### src/rtl/comparador_serial_ctrl.sv
// -----------------------------------------------------------------------------
// comparador_serial_ctrl
//
// Serial magnitude comparator. The operands are captured on an accepted
// start. One (p,q) comparison cell then walks the captured operands one bit
// pair per clock, MSB first, starting from the "equal so far" state. The
// final (p,q) state is decoded into gt/lt/eq flags, and completion is
// signalled by a start/busy/done handshake.
//
// Parameters
//   N      operand width in bits (>= 2)
//
// Ports
//   clk    in   rising-edge clock
//   rst_n  in   asynchronous active-low reset
//   start  in   request, sampled only in IDLE
//   abort  in   synchronous cancel, effective only in RUN
//   A, B   in   operands (N bits), captured on the accepting edge
//   busy   out  high while bits are being processed (RUN)
//   done   out  one-cycle completion pulse (DONE)
//   gt     out  A > B, held until the next accept, abort or reset
//   lt     out  A < B, same behaviour as gt
//   eq     out  A == B, same behaviour as gt
//   pq     out  live (p,q) cell state, for debug
//
// Build option
//   COMPARADOR_EARLY_EXIT_EN  When defined, the block finishes as soon as
//                             the cell reaches an absorbing state. The flag
//                             values are the same in both builds.
// -----------------------------------------------------------------------------
module comparador_serial_ctrl #(
    parameter int N = 8
) (
    input  logic         clk,
    input  logic         rst_n,
    input  logic         start,
    input  logic         abort,
    input  logic [N-1:0] A,
    input  logic [N-1:0] B,
    output logic         busy,
    output logic         done,
    output logic         gt,
    output logic         lt,
    output logic         eq,
    output logic [1:0]   pq
);

    localparam int CW = (N > 1) ? $clog2(N) : 1;

    // (p,q) encodings
    localparam logic [1:0] PQ_EQ = 2'b01;
    localparam logic [1:0] PQ_GT = 2'b10;
    localparam logic [1:0] PQ_LT = 2'b00;

    typedef enum logic [1:0] {
        S_IDLE = 2'd0,
        S_RUN  = 2'd1,
        S_DONE = 2'd2
    } state_e;

    // One typical cell. 10 and 00 are absorbing. 11 is unreachable in normal
    // operation; if it ever appears, the cell falls back to the seed.
    function automatic logic [1:0] cell_next(input logic [1:0] pq_in,
                                             input logic       a_bit,
                                             input logic       b_bit);
        logic [1:0] r;
        case (pq_in)
            2'b01: begin
                if (a_bit && !b_bit) begin
                    r = PQ_GT;
                end else if (!a_bit && b_bit) begin
                    r = PQ_LT;
                end else begin
                    r = PQ_EQ;
                end
            end
            2'b10:   r = PQ_GT;
            2'b00:   r = PQ_LT;
            default: r = PQ_EQ;
        endcase
        return r;
    endfunction

    state_e         state_q, state_d;
    logic [N-1:0]   ar_q, ar_d;
    logic [N-1:0]   br_q, br_d;
    logic [CW-1:0]  cnt_q, cnt_d;
    logic [1:0]     pq_q, pq_d;
    logic           busy_q, busy_d;
    logic           done_q, done_d;
    logic           gt_q, gt_d;
    logic           lt_q, lt_d;
    logic           eq_q, eq_d;
    logic [1:0]     pq_nxt_s;
    logic           finish_s;

    // Next-state and registered-output computation for the controller
    always_comb begin
        state_d  = state_q;
        ar_d     = ar_q;
        br_d     = br_q;
        cnt_d    = cnt_q;
        pq_d     = pq_q;
        busy_d   = busy_q;
        done_d   = 1'b0;
        gt_d     = gt_q;
        lt_d     = lt_q;
        eq_d     = eq_q;
        pq_nxt_s = cell_next(pq_q, ar_q[cnt_q], br_q[cnt_q]);
        finish_s = (cnt_q == {CW{1'b0}});
`ifdef COMPARADOR_EARLY_EXIT_EN
        if ((pq_nxt_s == PQ_GT) || (pq_nxt_s == PQ_LT)) begin
            finish_s = 1'b1;
        end else begin
            finish_s = (cnt_q == {CW{1'b0}});
        end
`endif
        case (state_q)
            S_IDLE: begin
                busy_d = 1'b0;
                if (start) begin
                    ar_d    = A;
                    br_d    = B;
                    pq_d    = PQ_EQ;
                    cnt_d   = CW'(N - 1);
                    gt_d    = 1'b0;
                    lt_d    = 1'b0;
                    eq_d    = 1'b0;
                    busy_d  = 1'b1;
                    state_d = S_RUN;
                end else begin
                    state_d = S_IDLE;
                end
            end
            S_RUN: begin
                // abort takes priority, including over the final bit
                if (abort) begin
                    pq_d    = PQ_EQ;
                    busy_d  = 1'b0;
                    state_d = S_IDLE;
                end else if (finish_s) begin
                    pq_d    = pq_nxt_s;
                    gt_d    = (pq_nxt_s == PQ_GT);
                    lt_d    = (pq_nxt_s == PQ_LT);
                    eq_d    = (pq_nxt_s == PQ_EQ);
                    busy_d  = 1'b0;
                    done_d  = 1'b1;
                    state_d = S_DONE;
                end else begin
                    pq_d    = pq_nxt_s;
                    cnt_d   = cnt_q - CW'(1);
                end
            end
            S_DONE: begin
                busy_d  = 1'b0;
                state_d = S_IDLE;
            end
            default: begin
                pq_d    = PQ_EQ;
                busy_d  = 1'b0;
                state_d = S_IDLE;
            end
        endcase
    end

    // Controller state, shadow operands, bit counter and registered outputs
    always_ff @(posedge clk or negedge rst_n) begin
        if (!rst_n) begin
            state_q <= S_IDLE;
            ar_q    <= {N{1'b0}};
            br_q    <= {N{1'b0}};
            cnt_q   <= {CW{1'b0}};
            pq_q    <= PQ_EQ;
            busy_q  <= 1'b0;
            done_q  <= 1'b0;
            gt_q    <= 1'b0;
            lt_q    <= 1'b0;
            eq_q    <= 1'b0;
        end else begin
            state_q <= state_d;
            ar_q    <= ar_d;
            br_q    <= br_d;
            cnt_q   <= cnt_d;
            pq_q    <= pq_d;
            busy_q  <= busy_d;
            done_q  <= done_d;
            gt_q    <= gt_d;
            lt_q    <= lt_d;
            eq_q    <= eq_d;
        end
    end

    assign busy = busy_q;
    assign done = done_q;
    assign gt   = gt_q;
    assign lt   = lt_q;
    assign eq   = eq_q;
    assign pq   = pq_q;

endmodule
### config.mk
export PLATFORM = sky130hd
export DESIGN_NAME = comparador_serial_ctrl
export DESIGN_NICKNAME = d
export VERILOG_FILES = /design/src/rtl/comparador_serial_ctrl.sv
export SDC_FILE = /design/constraint.sdc
export NUM_CORES = 1
export LEC_CHECK = 0
export CAP_MARGIN = 10
export CORE_AREA = 3 3 58 60
export DETAILED_ROUTE_END_ITERATION = 10
export DIE_AREA = 0 0 61 63
export PLACE_DENSITY = 0.79
export SETUP_SLACK_MARGIN = 0.05
export SYNTH_ARGS = -nofsm -noshare
export SYNTH_HDL_FRONTEND = slang
export SYNTH_SLANG_ARGS = --single-unit
### constraint.sdc
create_clock -name clk -period 2.2 [get_ports clk]
set_input_delay 0.33 -clock clk [delete_from_list [all_inputs] [get_ports clk]]
set_output_delay 0.33 -clock clk [all_outputs]
set_load 0.05 [all_outputs]
==> results.py, run 1 <==
metrics = {
    "pwr": {
        "vdd_drop_max_mv": 0.404,
        "clock_power_share": 0.132,
        "p_leak_nw": 0.665,
        "p_seq_frac": 0.461,
        "comb_power_share": 0.407,
        "p_int_mw": 1.05,
        "swShare": 0.328,
        "power_per_cell_area_mw_per_mm2": 954,
        "power.net_switching_mw": 0.512,
    },
    "critical_path": {
        "crit_path_max_fanout": 5,
        "cp_slowest_stage_delay_ns": 0.83,
        "path_cells": "clkdlybuf4s50_1",
        "start_kind": "flip-flop",
        "worst_path_max_delay_cell": "clkdlybuf4s50_1",
        "critPathArrivalTime_ns": 1.76,
        "cp-end-kind": "output pin",
        "r2r_end": "eq",
        "crit_family": "buffers and inverters",
        "crit_required_ns": 1.87,
        "ff2ff_path_depth": 7,
        "rrSetupSlack_ns": 0.18,
        "regToRegStartpoint": "cnt_q[0]",
        "critPathKind": "flip-flop to output pin",
        "path_buf_inv": 1,
    },
    "die": {
        "core_region_area_mm2": 0.00298,
        "die_w_um": 61,
        "ioPinCount": 27,
        "dieArea_mm2": 0.00384,
        "die_y_um": 63,
        "rows": 20,
        "initial_core_util": 0.431,
    },
    "finish": {
        "n_antenna_cell": 0,
        "final_nets": 147,
        "fillCellCount": 256,
        "seqCellArea_um2": 678,
        "final_util": 0.549,
        "drive_gt1_frac": 0.309,
        "syn2layout_area_growth_pct": 27.5,
        "multi_input_area_um2": 581,
        "final_cells": 156,
    },
    "timing": {
        "worst_slew_pin_slew_ns": 0.503,
        "setup_viol": 0,
        "max_freq_mhz": 478,
        "skew_ns": 0.00348,
        "slew_headroom": 0.664,
        "slew_viol_final": 0,
        "period_minus_slack_ns": 2.09,
        "finalSetupTns_ns": 0,
        "min_period_over_period": 0.951,
        "rsz0062_at_grt": "no",
        "hold_viol": 0,
        "setup_ws_ns": 0.108,
    },
    "logic_synthesis": {
        "yosysWarnings": 0,
        "ys_ff_latch": 27,
        "synth_area_leader_cell": "dfrtp_1",
        "synthTopCellsByArea": "dfrtp_1, mux2_2, mux4_1, ha_1, dfstp_2",
        "synth_top_area_share": 0.507,
        "yosysUniqueCellTypes": 28,
        "postSynthAreaPerCell_um2": 13.9,
        "seq_area_frac_synth": 0.528,
        "synth_cells": 92,
        "synth_fp_nets": 115,
        "synth_area_mm2": 0.00128,
    },
    "routing": {
        "wl_um": 2270,
        "ant_nets": 0,
        "drtIter0Drc": 48,
        "drc_errors": 0,
        "wire_per_inst_um": 14.6,
        "drtPass1Iterations": 4,
        "vias_per_cell": 5.42,
        "vias": 846,
    },
    "global_route": {
        "grt_use_total": 0.133,
        "antenna_found_initial": 0,
        "grt_pass1_vias": 895,
        "grtUsageMet1": 0.160,
        "grt_pass1_wl_um": 3950,
        "gr-max-usage-layer": "met2",
        "use_met3": 0.0351,
        "grt_start_max_net_pins": 28,
        "gr-total-overflow": 0,
        "use_met2": 0.235,
    },
    "cts": {
        "clock_path_buffers": 2,
        "cts-buffers-inserted": 3,
        "clk_pin_slew_ns": 0.14,
        "clock_latency_ns": 0.31,
        "cts_tree": "built",
        "cts_sinks": 27,
        "htreeDepth": 1,
        "clock-root-buffer": "clkbuf_4",
    },
    "job": {
        "cap_violations": 0,
    },
    "placed_design": {
        "placedCellCount": 151,
        "pre_cts_slack_ns": -0.0000704,
        "dp_hpwl_um": 1690,
        "gp_congestion": 0.803,
        "io_buffers": 26,
    },
    "worst_hold_path": {
        "hp-class": "input pin to asynchronous set/reset pin",
    },
    "status": {
        "outcome": "finished, final reports clean",
    },
}
## metrics by stage
| step | total power, mW | cell area, um^2 | hold WS, ns |
|---|---|---|---|
| floorplan | 1.11 | 1280 | 0.0344 |
| global placement | 1.24 | 1590 | 0.481 |
| detailed placement | 1.26 | 1590 | 0.488 |
| CTS | 1.50 | 1620 | 0.373 |
| global route | 1.68 | 1640 | 0.370 |
| finish | 1.56 | 1640 | 0.365 |
## cell type report
type,instances,share of cell area
timing repair buffer,30,0.178
inverter,5,0.0115
tap,33,0.0252
multi-input combinational,57,0.355
clock buffer,4,0.0161
sequential,27,0.415
## placed cells by master (no fill, tap or decap)
master and n:
nand2_1 1, clkbuf_1 1, dfstp_2 1, a311oi_1 1, buf_4 4, o2bb2ai_1 2
or3b_1 1, ha_1 2, nor2b_1 4, o21ai_2 1, ha_4 1, mux2i_2 2
mux4_2 4, a21oi_1 1, clkbuf_4 3, clkdlybuf4s50_1 26, dfrtp_1 25, nor2_1 3
mux2_2 18, inv_1 5, a21o_1 1, o22ai_2 1, nor3_1 1, and3_1 1
o22ai_1 1, dfrtp_2 1, o21ai_1 1, nor3b_2 2, o21ai_0 2, nand2b_1 2
a31oi_1 1, o2111ai_1 1, nand4bb_1 1, nand3_1 1
## power groups by stage
| stage | sequential, mW | clock (mW) | combinational, mW |
|---|---|---|---|
| 2_1_floorplan | 0.732 | 0 | 0.374 |
| 3_3_place_gp | 0.712 | 0 | 0.524 |
| 3_5_place_dp | 0.717 | 0 | 0.543 |
| 4_1_cts | 0.707 | 0.216 | 0.578 |
| 5_1_grt | 0.738 | 0.238 | 0.706 |
| 6_report | 0.719 | 0.206 | 0.636 |
## flip-flops by register name (all words and copies together) (netlist names)
signal	flops
ar_q	8
br_q	8
busy	1
cnt_q	3
done	1
eq	1
gt	1
lt	1
pq	2
state_q	1
## how the worst max path moves through the flow
stage	cells after the start	start	slack [ns]	to
global placement	6	cnt_q[0]	0.09	lt
finish	1	pq[0]	0.11	pq[0]
CTS	6	cnt_q[0]	0.05	eq
detailed placement	6	cnt_q[0]	-0.00007	lt
global route	7	cnt_q[0]	0.04	eq
floorplan	7	cnt_q[0]	0.13	lt
## metal layers
layer	vias up	wire length (um)
met5	-	0
met4	0	6
met3	2	119
met2	28	1110
met1	414	1040
li1	402	-
## cell families after synthesis
family / Yosys count / synth area share
flip-flops: 27 / 0.528
multiplexers: 24 / 0.256
AND/OR/NAND/NOR: 17 / 0.0849
AO/OA/AOI/OAI: 13 / 0.0673
buffers and inverters: 8 / 0.0351
adder cells (fa/ha/maj): 3 / 0.0293
## timing repair
action	CTS	global route
hold buffers	0	0
resized for setup	2	10
hold endpoints to repair	0	0
setup buffers	1	0
endpoints found under the setup margin	2	4
pin swaps	0	3
## cells in the mapped netlist
master	number
dfrtp_1	26
mux2_2	18
inv_1	5
mux4_1	4
nor2b_1	4
o21ai_0	4
ha_1	3
nor2_1	3
buf_4	2
mux2i_1	2
nand2b_1	2
o22ai_1	2
o2bb2ai_1	2
a21o_1	1
a21oi_1	1
a311oi_1	1
a31oi_1	1
and3_1	1
buf_6	1
dfstp_2	1
nand2_1	1
nand3_1	1
nand4bb_1	1
nor3_1	1
nor3b_1	1
nor3b_2	1
o2111ai_1	1
or3b_1	1
No activity file was read; power rests on OpenSTA's default activity.
==> inputs of run 2 (changes only) <==
CTS_CLUSTER_SIZE = 30   (was not set)
==> results of run 2 <==
The final DEF is identical to that of run 1; final timing and power are the same.
==> inputs of run 3 (changes only) <==
ABC_CLOCK_PERIOD_IN_PS = 2200   (was not set)
==> results of run 3 <==
The final DEF is identical to that of run 1; final timing and power are the same.
